<file path="src/rtl/daq_regmap_pkg.sv">
// daq_regmap_pkg: shared response codes, address layout, FSM state types and byte-strobe merge
package daq_regmap_pkg;
  localparam logic [1:0] RESP_OKAY = 2'b00;
  localparam logic [1:0] RESP_SLVERR = 2'b10;
  localparam int ADDR_LSB = 2;
  typedef enum logic [1:0] {WR_IDLE, WR_HAVE_AW, WR_HAVE_W, WR_RESP} wr_state_t;
  typedef enum logic {RD_IDLE, RD_RESP} rd_state_t;
  function automatic logic [31:0] strb_merge(input logic [31:0] old, input logic [31:0] data, input logic [3:0] strb);
    logic [31:0] r;
    for (int b = 0; b < 4; b++) r[8*b +: 8] = strb[b] ? data[8*b +: 8] : old[8*b +: 8];
    return r;
  endfunction
endpackage

</file>
<file path="src/rtl/daq_regmap_wr_channel.sv">
// daq_regmap_wr_channel: AXI4-Lite AW/W capture, write FSM and write response generation
module daq_regmap_wr_channel
  import daq_regmap_pkg::*;
#(
  parameter int NUM_CFG_REGS = 8
) (
  input  logic        clk,
  input  logic        aresetn,
  input  logic [29:0] aw_idx,
  input  logic        awvalid,
  output logic        awready,
  input  logic [31:0] wdata,
  input  logic [3:0]  wstrb,
  input  logic        wvalid,
  output logic        wready,
  output logic [1:0]  bresp,
  output logic        bvalid,
  input  logic        bready,
  output logic        wr_fire,
  output logic [29:0] wr_idx,
  output logic [31:0] wr_data,
  output logic [3:0]  wr_strb
);
  wr_state_t state, state_nxt;
  logic [29:0] aw_idx_q;
  logic [31:0] wdata_q;
  logic [3:0] wstrb_q;
  logic have_aw, have_w;
  assign have_aw = (awvalid && awready) || state == WR_HAVE_AW;
  assign have_w = (wvalid && wready) || state == WR_HAVE_W;
  always_ff @(posedge clk)
    if (!aresetn) state <= WR_IDLE;
    else state <= state_nxt;
  always_comb
    state_nxt = state == WR_RESP ? (bready ? WR_IDLE : WR_RESP) :
                (have_aw && have_w) ? WR_RESP :
                have_aw ? WR_HAVE_AW :
                have_w ? WR_HAVE_W : WR_IDLE;
  always_comb begin
    awready = aresetn && (state == WR_IDLE || state == WR_HAVE_W);
    wready = aresetn && (state == WR_IDLE || state == WR_HAVE_AW);
    bvalid = state == WR_RESP;
    wr_fire = state != WR_RESP && state_nxt == WR_RESP;
    wr_idx = state == WR_HAVE_AW ? aw_idx_q : aw_idx;
    wr_data = state == WR_HAVE_W ? wdata_q : wdata;
    wr_strb = state == WR_HAVE_W ? wstrb_q : wstrb;
  end
  always_ff @(posedge clk) begin
    if (awvalid && awready) aw_idx_q <= aw_idx;
    if (wvalid && wready) begin
      wdata_q <= wdata;
      wstrb_q <= wstrb;
    end
  end
  always_ff @(posedge clk)
    if (!aresetn) bresp <= RESP_OKAY;
    else if (wr_fire) bresp <= wr_idx < 30'(NUM_CFG_REGS) ? RESP_OKAY : RESP_SLVERR;
endmodule

</file>
<file path="src/rtl/daq_axil_regmap.sv">
// daq_axil_regmap: AXI4-Lite config/status register map; define DAQ_REGMAP_WSTRB_EN for byte-strobe writes
module daq_axil_regmap
  import daq_regmap_pkg::*;
#(
  parameter int NUM_CFG_REGS = 8,
  parameter int NUM_STATUS_REGS = 4,
  parameter logic [NUM_CFG_REGS*32-1:0] CFG_RESET = '0
) (
  input  logic                                              s_axi_ps_clk,
  input  logic                                              s_axi_ps_aresetn,
  input  logic [31:0]                                       s_axi_ps_awaddr,
  input  logic [2:0]                                        s_axi_ps_awprot,
  input  logic                                              s_axi_ps_awvalid,
  output logic                                              s_axi_ps_awready,
  input  logic [31:0]                                       s_axi_ps_wdata,
  input  logic [3:0]                                        s_axi_ps_wstrb,
  input  logic                                              s_axi_ps_wvalid,
  output logic                                              s_axi_ps_wready,
  output logic [1:0]                                        s_axi_ps_bresp,
  output logic                                              s_axi_ps_bvalid,
  input  logic                                              s_axi_ps_bready,
  input  logic [31:0]                                       s_axi_ps_araddr,
  input  logic [2:0]                                        s_axi_ps_arprot,
  input  logic                                              s_axi_ps_arvalid,
  output logic                                              s_axi_ps_arready,
  output logic [31:0]                                       s_axi_ps_rdata,
  output logic [1:0]                                        s_axi_ps_rresp,
  output logic                                              s_axi_ps_rvalid,
  input  logic                                              s_axi_ps_rready,
  output logic [NUM_CFG_REGS*32-1:0]                        cfg_data,
  output logic [NUM_CFG_REGS-1:0]                           cfg_update,
  input  logic [(NUM_STATUS_REGS > 0 ? NUM_STATUS_REGS : 1)*32-1:0] status_data
);
  logic [31:0] cfg_q [NUM_CFG_REGS];
  logic wr_fire;
  logic [29:0] wr_idx;
  logic [31:0] wr_data;
  logic [3:0] wr_strb;
  rd_state_t rd_state, rd_state_nxt;
  logic [29:0] ar_idx;
  logic [31:0] rd_word;
  logic rd_hit, ar_hs;
  logic unused_ok;
  assign unused_ok = ^{s_axi_ps_awaddr[ADDR_LSB-1:0], s_axi_ps_araddr[ADDR_LSB-1:0], s_axi_ps_awprot, s_axi_ps_arprot, wr_strb};
  daq_regmap_wr_channel #(.NUM_CFG_REGS(NUM_CFG_REGS)) u_wr (
    .clk     (s_axi_ps_clk),
    .aresetn (s_axi_ps_aresetn),
    .aw_idx  (s_axi_ps_awaddr[31:ADDR_LSB]),
    .awvalid (s_axi_ps_awvalid),
    .awready (s_axi_ps_awready),
    .wdata   (s_axi_ps_wdata),
    .wstrb   (s_axi_ps_wstrb),
    .wvalid  (s_axi_ps_wvalid),
    .wready  (s_axi_ps_wready),
    .bresp   (s_axi_ps_bresp),
    .bvalid  (s_axi_ps_bvalid),
    .bready  (s_axi_ps_bready),
    .wr_fire (wr_fire),
    .wr_idx  (wr_idx),
    .wr_data (wr_data),
    .wr_strb (wr_strb)
  );
  always_ff @(posedge s_axi_ps_clk)
    if (!s_axi_ps_aresetn) begin
      cfg_update <= '0;
      for (int i = 0; i < NUM_CFG_REGS; i++) cfg_q[i] <= CFG_RESET[32*i +: 32];
    end else begin
      cfg_update <= '0;
      for (int i = 0; i < NUM_CFG_REGS; i++)
        if (wr_fire && wr_idx == 30'(i)) begin
`ifdef DAQ_REGMAP_WSTRB_EN
          cfg_q[i] <= strb_merge(cfg_q[i], wr_data, wr_strb);
`else
          cfg_q[i] <= wr_data;
`endif
          cfg_update[i] <= 1'b1;
        end
    end
  for (genvar g = 0; g < NUM_CFG_REGS; g++) begin : g_cfg
    assign cfg_data[32*g +: 32] = cfg_q[g];
  end
  assign ar_idx = s_axi_ps_araddr[31:ADDR_LSB];
  assign ar_hs = s_axi_ps_arvalid && s_axi_ps_arready;
  always_comb begin
    rd_word = '0;
    rd_hit = 1'b0;
    for (int i = 0; i < NUM_CFG_REGS; i++)
      if (ar_idx == 30'(i)) begin
        rd_word = cfg_q[i];
        rd_hit = 1'b1;
      end
    for (int i = 0; i < NUM_STATUS_REGS; i++)
      if (ar_idx == 30'(NUM_CFG_REGS + i)) begin
        rd_word = status_data[32*i +: 32];
        rd_hit = 1'b1;
      end
  end
  always_ff @(posedge s_axi_ps_clk)
    if (!s_axi_ps_aresetn) rd_state <= RD_IDLE;
    else rd_state <= rd_state_nxt;
  always_comb
    rd_state_nxt = rd_state == RD_IDLE ? (ar_hs ? RD_RESP : RD_IDLE) : (s_axi_ps_rready ? RD_IDLE : RD_RESP);
  always_comb begin
    s_axi_ps_arready = s_axi_ps_aresetn && rd_state == RD_IDLE;
    s_axi_ps_rvalid = rd_state == RD_RESP;
  end
  always_ff @(posedge s_axi_ps_clk)
    if (!s_axi_ps_aresetn) begin
      s_axi_ps_rdata <= '0;
      s_axi_ps_rresp <= RESP_OKAY;
    end else if (ar_hs) begin
      s_axi_ps_rdata <= rd_word;
      s_axi_ps_rresp <= rd_hit ? RESP_OKAY : RESP_SLVERR;
    end
endmodule

</file>
<file path="config.mk">
export PLATFORM = sky130hd
export DESIGN_NAME = daq_axil_regmap
export DESIGN_NICKNAME = d
export VERILOG_FILES = /design/src/rtl/daq_regmap_pkg.sv /design/src/rtl/daq_regmap_wr_channel.sv /design/src/rtl/daq_axil_regmap.sv
export SDC_FILE = /design/constraint.sdc
export NUM_CORES = 1
export LEC_CHECK = 0
export BUFFER_PORTS_ARGS = -buffer_cell sky130_fd_sc_hd__buf_2
export CAP_MARGIN = 20
export CORE_AREA = 2 2 214 216
export CTS_CLUSTER_SIZE = 16
export DETAILED_ROUTE_END_ITERATION = 10
export DIE_AREA = 0 0 216 218
export SYNTH_ARGS = -nofsm -noshare
export SYNTH_HDL_FRONTEND = slang
export SYNTH_SLANG_ARGS = --single-unit
</file>
<file path="constraint.sdc">
create_clock -name s_axi_ps_clk -period 7.7 [get_ports s_axi_ps_clk]
set_input_delay 0.77 -clock s_axi_ps_clk [delete_from_list [all_inputs] [get_ports s_axi_ps_clk]]
set_output_delay 0.77 -clock s_axi_ps_clk [all_outputs]
set_load 0.05 [all_outputs]
</file>
== Word-level counts from Yosys, hierarchy flattened ==
Memory sizes are Yosys's and may differ from the RTL's.
Cells that the tools add are included.
W data, S select, Z words.
Storage, ports and cells
  word-level logic and storage cells: 134
  register bits: 109
  memories: 1
  RAM bits: 256
Memory list
  cfg_q: words 8, width 32, read ports 8, clocked after Yosys merged registers in 0, write ports 8, RTL line daq_axil_regmap.sv:34  | logic [31:0] cfg_q [NUM_CFG_REGS];
Cells by class
  equal/unequal tests: 23
  $lt $le $gt $ge: 1
  multiplexer cells: 69
  reduce and logical (&&, ||, !) cells: 23
  bitwise logic cells: 9
Operator list (count)
  $mux W32: 21
  $eq A30 B3 Y1 const B: 8
  $eq A30 B2 Y1 const B: 4
  $eq A30 B4 Y1 const B: 4
  $eq A30 B1 Y1 const B: 2
  $logic_not A30 Y1: 2
  $mux W1: 40
  $lt A30 B4 Y1 const B: 1
  $mux W30: 1
  $logic_and A1 B1 Y1: 16
  $mux W2: 7
  $or A1 B1 Y1: 8
  $eq A2 B2 Y1 const B: 3
  $logic_or A1 B1 Y1: 4
  $eq A2 B1 Y1 const B: 1
  $logic_not A2 Y1: 1
  $ne A2 B2 Y1 const B: 1
  $not A1 Y1: 1

== Logic depth before layout (Yosys ltp) ==
  depth in word-level cells: 16
  gate-level depth with buffers: 10

== Hierarchy ==
From an unflattened synthesis, not the netlist that was laid out.
Unflattened totals
  cell total of the unflattened synthesis: 1420
  area total of the unflattened synthesis: 17043.8 µm²
Modules (own cells, without submodules)
  daq_axil_regmap: instances 1, area each 13954.6 µm², cells an instance 1240
  daq_regmap_wr_channel: instances 1, area each 3089.2 µm², cells an instance 180

== Worst setup path after synthesis ==
No wires, ideal clock.
  kind: input -> register
  start: input port s_axi_ps_aresetn
  end: memory cfg_q[6][0], in the netlist cfg_q[1][64] (enable)
  arrival: 3998 ps
  stages on the path: 5
  setup time: 466 ps
  path buffers: 1
  required time: 7234 ps
  setup slack: 3236 ps
  cells stage by stage: clkbuf_1 > o21ai_0 > nor3_1 > nand4_1 > o21ai_0
RTL lines
  start: declaration: RTL line daq_axil_regmap.sv:10  | input logic s_axi_ps_aresetn,
  end: declaration: RTL line daq_axil_regmap.sv:34

==> impl_metrics.ini <==
[run_status]
status = finished clean

[min_path]
hold_depth = 1
hp-class = in -> reg
hp-start = s_axi_ps_awaddr[14]
worst_hold_path.endpoint = u_wr.aw_idx_q[12]

[die]
top_level_ports = 546
die_x_um = 216
rows = 78
initial_core_util = 0.371
die-area_mm2 = 0.0471
core-area_mm2 = 0.0449
die_y_um = 218

[sta]
max_slew_margin = 0.216
rsz0062_at_grt = false
tightest_slew_ps = 1170
period_minus_slack_ps = 4140
setup_tns_ps = 0
finalClockSkew_ps = 18.0
finalHoldViolCount = 0
final_max_slew_viol_count = 0
fmax_mhz = 242
setup_viol = 0
fin_crit_sh = 0.537

[clock_tree]
clock_path_buffers = 3
numCtsBuffers = 41
cts_root_buffer = clkbuf_16
hold_buffers = 0
htreeDepth = 2
clkSinkCount = 363
cts_setup_buffers = 0
post_cts_resized = 0
cts_tree = yes
clk_latency_ps = 570
clk_pin_slew_ps = 60

[synth]
ys_ff_latch = 363
synth-compound-area-share = 0.142
avgSynthCellArea_um2 = 11.8
yosys.area_share.simple = 0.135
ys_async_sr_fraction = 0
ys.flop_type = edfxtp_1
synth_top_family_by_area = compound AO/OA/AOI/OAI gates
synth_top_area_frac = 0.574
yosys.area_share.xor_xnor = 0
synth_fa_ha_area_frac = 0
syn-cell-area_mm2 = 0.0166
synthMuxAreaShare = 0.0553
synth-seq-area-share = 0.628
synth_warnings = 0
synth.area.top_cells = edfxtp_1, dfxtp_1, nor2_1, mux2_2, nand2_1
post-synth-top-area-cell = edfxtp_1
ys_types = 72
syn_inst = 1412
synth_edf_count = 318

[placed_design]
hpwl_mm = 54.2
io_buffers = 529
place_inst = 2483
gp_congestion = 0.938

[setup_path]
endpoint_kind = flop
cp.arrival_ps = 4350
reg2reg_slack_ps = 3560
required_ps = 7920
crit_fanout = 34
worstReg2RegEnd = cfg_q[0][76]
critPathKind = reg -> reg
rr_worst_depth = 7
worstSetupStartpointType = flop
r2r_start = u_wr.state[0]

[routing]
vias = 15200
firstDrtPassIters = 5
route.detailed.drc = 0
vias_per_cell = 5.91
avgRoutedWirePerCell_um = 30.8
drt_iter0_markers = 1758
wirelength_mm = 79.1
ant_nets = 0

[power]
total_power_mw = 4.96
leakage_nw = 8.76
p_per_area_mw_per_mm2 = 232
irDropWorstVdd_v = 0.000166

[cells_and_area]
postLayoutCoreUtil = 0.477
final_nets = 2171
instances_no_fill = 2567
drive_above_1_share = 0.379
areaGrowthSynthToFinish_pct = 28.8

[grt]
antenna_found_initial = 12
grt_pass1_vias = 15200
grt_use_total = 0.328
grt_overflow_total = 0
grt_max_degree = 61
grt_pass1_wl_mm = 109

[run]
max_cap_viol_count = 0
[metal layers]
metal	part of all wire	track usage
met1	0.38	0.411
met3	0.10	0.0842
met5	0.00091	0
met4	0.036	0.130
met2	0.48	0.544
[worst max-delay path by stage]
stage	startpoint	slack [ps]	end
6_report	u_wr.state[0]	3560	cfg_q[0][76]
5_1_grt	u_wr.state[0]	3330	cfg_q[0][76]
4_1_cts	u_wr.state[0]	3520	cfg_q[0][43]
3_5_place_dp	s_axi_ps_araddr[2]	3160	s_axi_ps_rdata[26]
3_3_place_gp	s_axi_ps_araddr[2]	3180	s_axi_ps_rdata[26]
2_1_floorplan	s_axi_ps_aresetn	3240	cfg_q[1][64]
[area by class of cell]
type	instances	area, µm²
fill	4221	23500
sequential	363	10500
multi-input combinational	896	5620
timing repair buffer	576	3050
clock buffer	60	1190
tap	600	751
inverter	52	195
clock inverter	15	161
antenna	5	12.5
[cells in the mapped netlist (7+ instances only)]
cell type  number
nor4_1         25
mux2_2         53
a21oi_1        35
dfxtp_1        45
a22o_1         12
o2bb2ai_1      19
a22oi_1        19
o21ai_0        65
nor2_1        235
edfxtp_1      318
a2111oi_0       7
o21ai_1         9
nand4_1        12
nand3_1        25
o22ai_1        36
a31oi_1        11
buf_1          13
or2_1           8
a211o_1         8
buf_2          34
nand2b_1        7
nor2b_1         8
a211oi_1        8
a221oi_1       29
nor3_1         19
nand2_1       105
o31ai_1         7
inv_1          46
clkbuf_1       48
mux2i_1        21
and3_1          7
[critical path, cell delays in order (launching register included)]
cell and delay [ps]:
dfxtp_1 440, nand2b_1 340, or4_1 570, o22ai_1 320, nand4_1 210, or2_2 760
nand2_2 650, buf_4 460
[state kept, by name, indices dropped and copies added (netlist names)]
signal and count:
cfg_q 256, s_axi_ps_rdata 32, u_wr.wdata_q 32, u_wr.aw_idx_q 30, cfg_update 8, u_wr.state 2, s_axi_ps_rresp 1, s_axi_ps_rvalid 1
u_wr.bresp 1
[cells in the final DEF, fill, tap and decap left out, drive strengths merged, types with 7 or more instances in the layout]
cell	count
nor2b	8
nand2b	7
o21ai	74
a211oi	12
buf	576
or2	9
a21oi	35
a2111oi	7
mux2	53
o2bb2ai	19
and3	7
or4	7
dfxtp	45
a221oi	29
clkbuf	60
mux2i	21
nor3	27
inv	55
edfxtp	318
a22o	12
nor4	28
o31ai	7
clkinv	8
a211o	8
a22oi	19
nand2	105
nand4	12
a31oi	11
o22ai	36
nor2	236
nand3	25
[metrics by stage]
step | hold WS, ps | cell area, µm² | worst slack (ps)
floorplan | 547 | 16600 | 3240
global route | 372 | 21400 | 3330
global placement | 439 | 20000 | 3180
detailed placement | 440 | 20000 | 3160
finish | 389 | 21400 | 3560
CTS | 366 | 21300 | 3520
[cell families (layout without fill, tap and decap cells)]
kind of cell | after synthesis | after routing
other | 1 | 7
AO/OA/AOI/OAI | 330 | 330
AND/OR/NAND/NOR | 485 | 485
buffers and inverters | 154 | 703
flip-flops | 363 | 363
multiplexers | 79 | 79
[where the power goes]
group / internal [mW] / switching (mW) / leakage (nW) / total [mW]
Clock: 1.17 / 0.817 / 0.664 / 1.99
Combinational: 0.162 / 0.528 / 4.57 / 0.690
Sequential: 2.23 / 0.0523 / 3.53 / 2.28
Note: power is estimated with default switching activity, not from simulation.
